### config.mk
export PLATFORM = sky130hd
export DESIGN_NAME = grid_stream_bridge
export DESIGN_NICKNAME = d
export VERILOG_FILES = /design/src/rtl/grid_stream_bridge.sv
export SDC_FILE = /design/constraint.sdc
export NUM_CORES = 2
export LEC_CHECK = 0
export BUFFER_PORTS_ARGS = -buffer_cell sky130_fd_sc_hd__buf_2
export CAP_MARGIN = 15
export CORE_ASPECT_RATIO = 0.6
export CORE_MARGIN = 8
export CORE_UTILIZATION = 30
export DETAILED_ROUTE_END_ITERATION = 16
export PLACE_DENSITY_LB_ADDON = 0.08
export SYNTH_ARGS = -nofsm -noshare
export SYNTH_HDL_FRONTEND = slang
export SYNTH_SLANG_ARGS = --single-unit
### constraint.sdc
create_clock -name clk -period 6 [get_ports clk]
set_clock_uncertainty 0.2 [all_clocks]
set_input_delay 1.2 -clock clk [delete_from_list [all_inputs] [get_ports clk]]
set_output_delay 1.2 -clock clk [all_outputs]
set_load 0.005 [all_outputs]
### src/rtl/grid_stream_bridge.sv
`default_nettype none
// ============================================================================
// Module  : grid_stream_bridge
// Brief   : Streams a puzzle into the grid solver as one-hot cells, then
//           streams the captured solution (with fail flag) back out.
// Rev     : 1.0
// ============================================================================
module grid_stream_bridge #(
    parameter int N       = 3,
    parameter int DW      = 32,
    parameter int TIMEOUT = 1024
) (
    input  logic                              clk,
    input  logic                              rst_L,
    input  logic                              in_valid,
    output logic                              in_ready,
    input  logic [DW-1:0]                     in_data,
    output logic [N*N*N*N*N*N-1:0]            solver_init,
    output logic                              solver_start,
    input  logic                              solver_done,
    input  logic                              solver_fail,
    input  logic [N*N*N*N*$clog2(N*N+1)-1:0]  solver_vals,
    output logic                              out_valid,
    input  logic                              out_ready,
    output logic [DW-1:0]                     out_data,
    output logic                              out_last,
    output logic                              out_fail,
    output logic                              busy,
    output logic                              err_format
);
    localparam int WIDTH = N*N;
    localparam int CELLS = WIDTH*WIDTH;
    localparam int VW    = $clog2(WIDTH+1);
    localparam int IW    = $clog2(CELLS);
    localparam int TW    = (TIMEOUT > 1) ? $clog2(TIMEOUT) : 1;

    localparam logic [IW-1:0] IDX_LAST = IW'(CELLS-1);
    localparam logic [TW-1:0] TMR_LAST = TW'(TIMEOUT-1);

    localparam logic [1:0] ST_LOAD   = 2'd0;
    localparam logic [1:0] ST_START  = 2'd1;
    localparam logic [1:0] ST_SOLVE  = 2'd2;
    localparam logic [1:0] ST_UNLOAD = 2'd3;

    logic [1:0]          state_q, state_d;
    logic [IW-1:0]       idx_q, idx_d;
    logic [CELLS*WIDTH-1:0] init_q, init_d;
    logic [CELLS*VW-1:0] buf_q, buf_d;
    logic                fail_q, fail_d;
    logic                err_q, err_d;
    logic [TW-1:0]       timer_q, timer_d;

    logic [WIDTH-1:0]    w_onehot;
    logic                w_bad;
    logic                w_timeout;

    always_comb begin
        for (int j = 0; j < WIDTH; j++) begin
            w_onehot[j] = (in_data == DW'(j+1));
        end
    end

    assign w_bad     = (in_data > DW'(WIDTH));
    assign w_timeout = (TIMEOUT != 0) && (timer_q == TMR_LAST);

    // State register
    always_ff @(posedge clk or negedge rst_L) begin
        if (!rst_L) begin
            state_q <= ST_LOAD;
        end else begin
            state_q <= state_d;
        end
    end

    // Next-state logic
    always_comb begin
        state_d = state_q;
        case (state_q)
            ST_LOAD:   if (in_valid && idx_q == IDX_LAST) state_d = ST_START;
            ST_START:  state_d = ST_SOLVE;
            ST_SOLVE:  if (solver_done || w_timeout) state_d = ST_UNLOAD;
            ST_UNLOAD: if (out_ready && idx_q == IDX_LAST) state_d = ST_LOAD;
            default:   state_d = ST_LOAD;
        endcase
    end

    // Datapath next values; done takes priority over timeout for the fail flag
    always_comb begin
        idx_d   = idx_q;
        init_d  = init_q;
        buf_d   = buf_q;
        fail_d  = fail_q;
        err_d   = err_q;
        timer_d = timer_q;
        case (state_q)
            ST_LOAD: begin
                if (in_valid) begin
                    init_d[idx_q*WIDTH +: WIDTH] = w_onehot;
                    err_d = ((idx_q == '0) ? 1'b0 : err_q) | w_bad;
                    idx_d = (idx_q == IDX_LAST) ? '0 : idx_q + 1'b1;
                end
            end
            ST_START: timer_d = '0;
            ST_SOLVE: begin
                if (TIMEOUT == 0 || timer_q != TMR_LAST) timer_d = timer_q + 1'b1;
                if (solver_done || w_timeout) begin
                    buf_d  = solver_vals;
                    fail_d = solver_done ? solver_fail : 1'b1;
                end
            end
            ST_UNLOAD: begin
                if (out_ready) idx_d = (idx_q == IDX_LAST) ? '0 : idx_q + 1'b1;
            end
            default: ;
        endcase
    end

    always_ff @(posedge clk or negedge rst_L) begin
        if (!rst_L) begin
            idx_q   <= '0;
            init_q  <= '0;
            buf_q   <= '0;
            fail_q  <= 1'b0;
            err_q   <= 1'b0;
            timer_q <= '0;
        end else begin
            idx_q   <= idx_d;
            init_q  <= init_d;
            buf_q   <= buf_d;
            fail_q  <= fail_d;
            err_q   <= err_d;
            timer_q <= timer_d;
        end
    end

    // Outputs decoded from registered state only, so they hold under backpressure
    always_comb begin
        in_ready     = 1'b0;
        solver_start = 1'b0;
        out_valid    = 1'b0;
        out_data     = '0;
        out_last     = 1'b0;
        out_fail     = 1'b0;
        busy         = 1'b1;
        case (state_q)
            ST_LOAD: begin
                in_ready = 1'b1;
                busy     = 1'b0;
            end
            ST_START: solver_start = 1'b1;
            ST_UNLOAD: begin
                out_valid = 1'b1;
                out_data  = DW'(buf_q[idx_q*VW +: VW]);
                out_last  = (idx_q == IDX_LAST);
                out_fail  = fail_q;
            end
            default: ;
        endcase
    end

    assign solver_init = init_q;
    assign err_format  = err_q;

endmodule
`default_nettype wire

== After elaboration in Yosys (flattened, before gate mapping) ==
Index checks and enable logic that the tools add are counted.
Cells by class
  add/sub/neg operators: 3
  multiply operators: 1
  $lt $le $gt $ge: 1
  equality and inequality tests: 21
  shifts and indexed selects: 3
  multiplexer cells: 20
  bitwise gates (word level): 1
  reductions and logical operators: 12
Operators with widths (number)
  $bwmux 729: 1
  $shift 9x34->729 const A: 1
  $shiftx 9x34->729: 1
  $shiftx 324x10->4: 1
  $eq 32x3->1 const B: 4
  $eq 32x2->1 const B: 2
  $eq 32x4->1 const B: 2
  $neg 11->34: 1
  $eq 32x1->1 const B: 1
  $gt 32x4->1 const B: 1
  $mux 7: 3
  $pmux 10 s2: 1
  $pmux 7 s2: 1
  $ne 2x2->1 const B: 6
  $mul 7x4->11 const B: 1
  $add 10x1->10 const B: 1
  $eq 10x10->1 const B: 1
  $mux 10: 1
  $ne 10x10->1 const B: 1
  $mux 1: 8
  $pmux 2 s4: 1
  $add 7x1->7 const B: 1
  $eq 7x7->1 const B: 1
  $logic_not 7->1: 1
  other kinds (11): 19
Word-level totals
  flip-flop bits (word level): 1074
  input port bits: 362
  output and inout port bits: 768

== Depth between registers and ports, before layout ==
  depth after elaboration: 4
  mapped depth: 15

== Least setup slack after synthesis ==
Ideal clock, no wire load.
  kind: reg2reg
  start point: reg idx_q[1]
  end point: reg init_q[216] (netlist: solver_init[216])
  setup time: 0.125 ns
  arrival time: 3.474 ns
  data required time: 5.675 ns
  slack: 2.201 ns
  cell stages (with the launch flop): 13
  path buffers: 5
  period minus slack after synthesis: 3.799 ns
  cells stage by stage: dfrtp_1 > buf_2 > buf_1 > clkbuf_1 > inv_1 > ha_1 > buf_2 > nor3b_2 > xor2_1 > nand2_1 > or3b_2 > clkbuf_1 > mux2_2
Between the ends
  cells in the longest elaborated chain, start to end: 4
  elaborated cells on any way between the ends: 5
  those cells by class: add/sub (1); mul (1); shift (2); mux (1)
RTL lines
  from (decl): line 46  | logic [IW-1:0] idx_q, idx_d;
  from (signal assigned): line 127  | idx_q <= idx_d;
  $mul 7x4->11 (*): line 98  | init_d[idx_q*WIDTH +: WIDTH] = w_onehot;
  $neg 11->34 (*): line 98
  $shiftx 9x34->729 or $shift 9x34->729 (tied branches): line 98
  $bwmux 729 (*): line 98
  to (signal assigned): line 128  | init_q <= init_d;
  to (decl): line 47  | logic [CELLS*WIDTH-1:0] init_q, init_d;
Mark *: on every way between the ends. The rest lies on a longest branch, timed or not.
A chain may end at the register's enable or synchronous reset.

== Final worst setup path ==
  start point: reg idx_q[0]
  end point: out out_data[1]
Between the ends
  cells in the longest elaborated chain, start to end: 2
RTL lines
  $shiftx 324x10->4: line 153  | out_data = DW'(buf_q[idx_q*VW +: VW]);
  $mux 4: line 145  | case (state_q)
  to (decl): line 25  | output logic [DW-1:0] out_data,
Every way passes these cells.

==> impl_metrics.xml <==
<?xml version="1.0" encoding="UTF-8"?>
<metrics>
  <group name="routing">
    <metric name="drcViolationCount" unit="">0</metric>
    <metric name="drt_first_iter_violations" unit="">1872</metric>
    <metric name="post_drt_wl_per_cell" unit="µm">29.8</metric>
    <metric name="antenna_left" unit="">0</metric>
    <metric name="totalWireLength" unit="mm">190</metric>
    <metric name="via_count" unit="">31137</metric>
    <metric name="drt_pass1_iterations" unit="">5</metric>
    <metric name="viasPerCell" unit="">4.88</metric>
  </group>
  <group name="worst_setup_path">
    <metric name="crit_arrival" unit="ns">4.28</metric>
    <metric name="cp_top_family" unit="">compound AO/OA/AOI/OAI gates</metric>
    <metric name="type_of_element_capturing_the_critical_path" unit="">output pin</metric>
    <metric name="setup.worst_path.start_class" unit="">flip-flop</metric>
    <metric name="setup.reg_to_reg.worst_slack" unit="ns">1.20</metric>
    <metric name="critical_path_required" unit="ns">4.60</metric>
    <metric name="ff2ff_path_depth" unit="">9</metric>
    <metric name="critical_path_cell_count" unit="">8</metric>
    <metric name="critical_path.reg2reg.startpoint" unit="">idx_q[0]</metric>
    <metric name="critical_path.n_buffers_inverters" unit="">2</metric>
    <metric name="worstPathCellList" unit="">buf_4, mux2i_1, a22o_1, a2111oi_0, a31oi_1, o211ai_1, o311a_1, buf_2</metric>
    <metric name="timing.critical_path.fanout_max" unit="">31</metric>
    <metric name="timing.rr.end" unit="">solver_init[225]</metric>
    <metric name="worst_setup_path_startpoint" unit="">idx_q[0]</metric>
    <metric name="crit_type" unit="">flip-flop to output pin</metric>
    <metric name="max_stage_delay" unit="ns">0.77</metric>
    <metric name="crit_path_end" unit="">out_data[1]</metric>
    <metric name="critical_path.slowest_cell" unit="">sky130_fd_sc_hd__dfrtp_4</metric>
  </group>
  <group name="synthesis">
    <metric name="synth-main-ff-cell" unit="">sky130_fd_sc_hd__dfrtp_1</metric>
    <metric name="postSynthRegisterBits" unit="">1074</metric>
    <metric name="async_reset_ff_share" unit="%">100</metric>
    <metric name="yosysWarnings" unit="">0</metric>
    <metric name="synthesis.instances" unit="">3122</metric>
    <metric name="synth_sequential_area_ratio" unit="%">59.6</metric>
    <metric name="netlist-cell-type-count" unit="">72</metric>
    <metric name="synth_enable_flop_cells" unit="">0</metric>
    <metric name="synthesis.area_per_instance" unit="µm²">14.5</metric>
    <metric name="synth.cell_area" unit="mm²">0.0451</metric>
  </group>
  <group name="placed_design">
    <metric name="detailed_place_hpwl" unit="mm">145</metric>
    <metric name="gp_congestion" unit="">0.831</metric>
    <metric name="buffer_ports.inserted" unit="">1101</metric>
    <metric name="placedInstanceArea" unit="mm²">0.0533</metric>
  </group>
  <group name="floorplanning">
    <metric name="floorplan.core_area" unit="mm²">0.150</metric>
    <metric name="num_rows" unit="">110</metric>
    <metric name="initial_core_util" unit="%">30.2</metric>
    <metric name="floorplan.io_pins" unit="">1130</metric>
    <metric name="fp.dieW" unit="µm">517</metric>
    <metric name="die-area" unit="mm²">0.163</metric>
    <metric name="die_y" unit="µm">316</metric>
  </group>
  <group name="clock_tree">
    <metric name="clock_tree.htree_level_count" unit="">3</metric>
    <metric name="tritoncts_clock_tree" unit="">built</metric>
    <metric name="cts-buffers-inserted" unit="">111</metric>
    <metric name="clk_latency" unit="ns">0.71</metric>
    <metric name="cts.repair_timing.setup_buffer_count" unit="">0</metric>
    <metric name="post_cts.resized_instances" unit="">0</metric>
    <metric name="clock_tree.buffer_depth" unit="">3</metric>
    <metric name="clk_transition_reported_paths" unit="ns">0.06</metric>
    <metric name="cts_root_buf" unit="">sky130_fd_sc_hd__clkbuf_16</metric>
    <metric name="hold_buffers" unit="">0</metric>
    <metric name="clock-sinks" unit="">1074</metric>
  </group>
  <group name="power_and_ir_drop">
    <metric name="ir_worst_vdd" unit="mV">0.220</metric>
    <metric name="p_sw" unit="mW">7.15</metric>
    <metric name="cell_pwr_density" unit="mW/mm²">390</metric>
    <metric name="sw_frac_of_total" unit="%">32.1</metric>
    <metric name="internal-power" unit="mW">15.1</metric>
    <metric name="p_seq_share" unit="%">40.7</metric>
    <metric name="power.combinational.fraction" unit="%">26.5</metric>
    <metric name="p_leak" unit="nW">29.2</metric>
    <metric name="power_frac_clock" unit="%">32.7</metric>
  </group>
  <group name="global_route">
    <metric name="grt_first_pass_wirelength" unit="mm">262</metric>
    <metric name="grtUsageTotal" unit="%">22.3</metric>
    <metric name="initial_antenna_violation_count" unit="">44</metric>
    <metric name="grt_max_degree" unit="">130</metric>
    <metric name="first_global_vias" unit="">32168</metric>
    <metric name="total_congestion_overflow" unit="">0</metric>
  </group>
  <group name="cells_and_area">
    <metric name="areaGrowthSynthToFinish" unit="%">26.6</metric>
    <metric name="fin_area" unit="mm²">0.0571</metric>
    <metric name="layout-drive-gt1-share" unit="%">57.8</metric>
    <metric name="finish.net_count" unit="">4637</metric>
  </group>
  <group name="timing">
    <metric name="tightest_slew" unit="ns">1.11</metric>
    <metric name="timing.final.hold_violations" unit="">0</metric>
    <metric name="maxClockFrequency" unit="MHz">176</metric>
    <metric name="max_slew_margin" unit="%">25.7</metric>
    <metric name="finalCritPeriodShare" unit="%">94.6</metric>
    <metric name="sum_neg_setup_slack" unit="ns">0</metric>
    <metric name="period_minus_slack" unit="ns">5.68</metric>
    <metric name="setup_viol_count_final" unit="">0</metric>
    <metric name="final_max_slew_viol_count" unit="">0</metric>
    <metric name="grt_setup_unrepaired" unit="">no</metric>
  </group>
  <group name="hold_path">
    <metric name="hold_path_class" unit="">flip-flop to flip-flop</metric>
  </group>
  <group name="flow_run">
    <metric name="drv.max_cap_violation_count" unit="">0</metric>
  </group>
  <group name="outcome">
    <metric name="outcome" unit="">completed</metric>
  </group>
</metrics>
==> kinds of logic after synthesis <==
group / synth area share, %
AOI/OAI and AO/OA: 2.70
xor gates and xnor gates: 0.136
adders and majority gates: 0.277
buffers and inverters: 2.01
DFF: 59.6
muxes: 29.4
other: 0.00831
and+or+nand+nor: 5.85
==> tightest hold or removal path, cell delays in order, from the launching register on <==
cell and delay [ns]:
sky130_fd_sc_hd__dfrtp_1 0.34, sky130_fd_sc_hd__nand2_1 0.05, sky130_fd_sc_hd__o31ai_1 0.05
==> stage by stage <==
stage                     hold slack [ns]  cells  utilization [%]  power, mW  setup slack (ns)
after CTS                           0.279   6366             38.2       22.6             0.233
final                               0.272   6378             38.2       22.3             0.324
after detailed placement            0.264   6167             35.6       15.1              1.04
after floorplan                     0.271   3149                -       12.8              2.20
after global placement              0.257   6167             35.6       15.1             0.987
after global routing                0.300   6374             38.2       23.4             0.109
==> area by class of cell <==
type | count | area, µm²
clock inverter | 40 | 568
antenna | 11 | 27.5
inverter | 10 | 37.5
multi-input combinational | 1881 | 17600
sequential | 1074 | 26900
fill | 14613 | 92500
clock buffer | 159 | 3210
tap | 2016 | 2520
timing repair buffer | 1187 | 6300
==> cell usage after synthesis (4+ instances only) <==
library cell               count  area share [%]
sky130_fd_sc_hd__inv_1        10           0.083
sky130_fd_sc_hd__nand2b_1     12            0.17
sky130_fd_sc_hd__mux2i_1      91             2.0
sky130_fd_sc_hd__a221oi_1      4           0.078
sky130_fd_sc_hd__o21ai_0      44            0.49
sky130_fd_sc_hd__or3_1         5           0.069
sky130_fd_sc_hd__nor2_1      216             1.8
sky130_fd_sc_hd__mux2_2     1004              25
sky130_fd_sc_hd__buf_4        29            0.48
sky130_fd_sc_hd__ha_1         10            0.28
sky130_fd_sc_hd__buf_2        38            0.42
sky130_fd_sc_hd__a31oi_1       6           0.083
sky130_fd_sc_hd__nor2_2       30            0.42
sky130_fd_sc_hd__dfrtp_1    1074              60
sky130_fd_sc_hd__and2_1       11            0.15
sky130_fd_sc_hd__mux2_1       11            0.27
sky130_fd_sc_hd__a22oi_1      34            0.57
sky130_fd_sc_hd__nor3_1        6           0.067
sky130_fd_sc_hd__a211oi_1      7            0.12
sky130_fd_sc_hd__nor3_2        5            0.11
sky130_fd_sc_hd__or2_2         7           0.097
sky130_fd_sc_hd__nor4_1       15            0.21
sky130_fd_sc_hd__o22ai_1       6           0.083
sky130_fd_sc_hd__nor3b_1       9            0.15
sky130_fd_sc_hd__clkbuf_1    102            0.85
sky130_fd_sc_hd__nor2_4       13            0.32
sky130_fd_sc_hd__buf_1        13            0.11
sky130_fd_sc_hd__mux2_4        9            0.30
sky130_fd_sc_hd__nand2_1      92            0.77
sky130_fd_sc_hd__o31ai_1      22            0.37
sky130_fd_sc_hd__nor2b_1      17            0.24
sky130_fd_sc_hd__xnor2_1       4           0.078
sky130_fd_sc_hd__nor2_8        8            0.35
sky130_fd_sc_hd__a21oi_1      21            0.23
sky130_fd_sc_hd__nand3_1      28            0.31
sky130_fd_sc_hd__and3_1        5           0.069
sky130_fd_sc_hd__a22o_1        9            0.17
sky130_fd_sc_hd__nand3_2       5            0.11
sky130_fd_sc_hd__mux4_2       36             1.8
sky130_fd_sc_hd__nand4_1       8            0.11
==> power groups by stage <==
stage / combinational [mW] / sequential, mW / clock [mW]
6_report: 5.91 / 9.08 / 7.30
5_1_grt: 6.33 / 9.22 / 7.81
4_1_cts: 5.94 / 9.08 / 7.53
3_5_place_dp: 5.93 / 9.21 / 0
3_3_place_gp: 5.91 / 9.21 / 0
2_1_floorplan: 3.88 / 8.91 / 0
==> cells in the final DEF (no fill, tap or decap), types with 9 or more instances in the layout <==
master and n:
sky130_fd_sc_hd__a21oi_1 21, sky130_fd_sc_hd__a22o_1 9, sky130_fd_sc_hd__a22oi_1 34, sky130_fd_sc_hd__and2_1 11, sky130_fd_sc_hd__buf_12 11, sky130_fd_sc_hd__buf_2 1100
sky130_fd_sc_hd__buf_4 75, sky130_fd_sc_hd__bufinv_16 11, sky130_fd_sc_hd__clkbuf_1 24, sky130_fd_sc_hd__clkbuf_16 112, sky130_fd_sc_hd__clkbuf_8 23, sky130_fd_sc_hd__clkinv_2 15
sky130_fd_sc_hd__conb_1 28, sky130_fd_sc_hd__dfrtp_1 1071, sky130_fd_sc_hd__diode_2 11, sky130_fd_sc_hd__ha_1 10, sky130_fd_sc_hd__inv_1 10, sky130_fd_sc_hd__mux2_1 11
sky130_fd_sc_hd__mux2_2 1004, sky130_fd_sc_hd__mux2_4 9, sky130_fd_sc_hd__mux2i_1 91, sky130_fd_sc_hd__mux4_2 36, sky130_fd_sc_hd__nand2_1 92, sky130_fd_sc_hd__nand2b_1 12
sky130_fd_sc_hd__nand3_1 27, sky130_fd_sc_hd__nor2_1 215, sky130_fd_sc_hd__nor2_2 31, sky130_fd_sc_hd__nor2_4 13, sky130_fd_sc_hd__nor2b_1 14, sky130_fd_sc_hd__nor4_1 9
sky130_fd_sc_hd__o21ai_0 43, sky130_fd_sc_hd__o31ai_1 22
==> flip-flops by register name, indices dropped and copies added (netlist names) <==
signal       flops
buf_q          324
state_q          2
fail_q           1
idx_q            7
err_format       1
solver_init    729
timer_q         10
==> metal layers <==
metal	share of wire [%]	GRT usage (%)	vias to the layer above	routed length, µm
met3	6.1	5.08	252	11500
met5	0.0068	0	-	13
met1	43	29.8	16554	81900
met4	2.9	5.64	2	5440
met2	48	36.9	889	90900
li1	-	-	13440	-
==> how the worst min path moves through the flow <==
| stage | from | end | slack [ns] | cells past startpoint |
|---|---|---|---|---|
| global placement | solver_init[644] | solver_init[644] | 0.26 | 2 |
| floorplan | buf_q[155] | buf_q[155] | 0.27 | 1 |
| CTS | solver_init[3] | solver_init[3] | 0.28 | 2 |
| global route | solver_init[646] | solver_init[646] | 0.30 | 2 |
| finish | solver_init[640] | solver_init[640] | 0.27 | 2 |
| detailed placement | solver_init[640] | solver_init[640] | 0.26 | 2 |
Power figures use the tool's default switching activity.
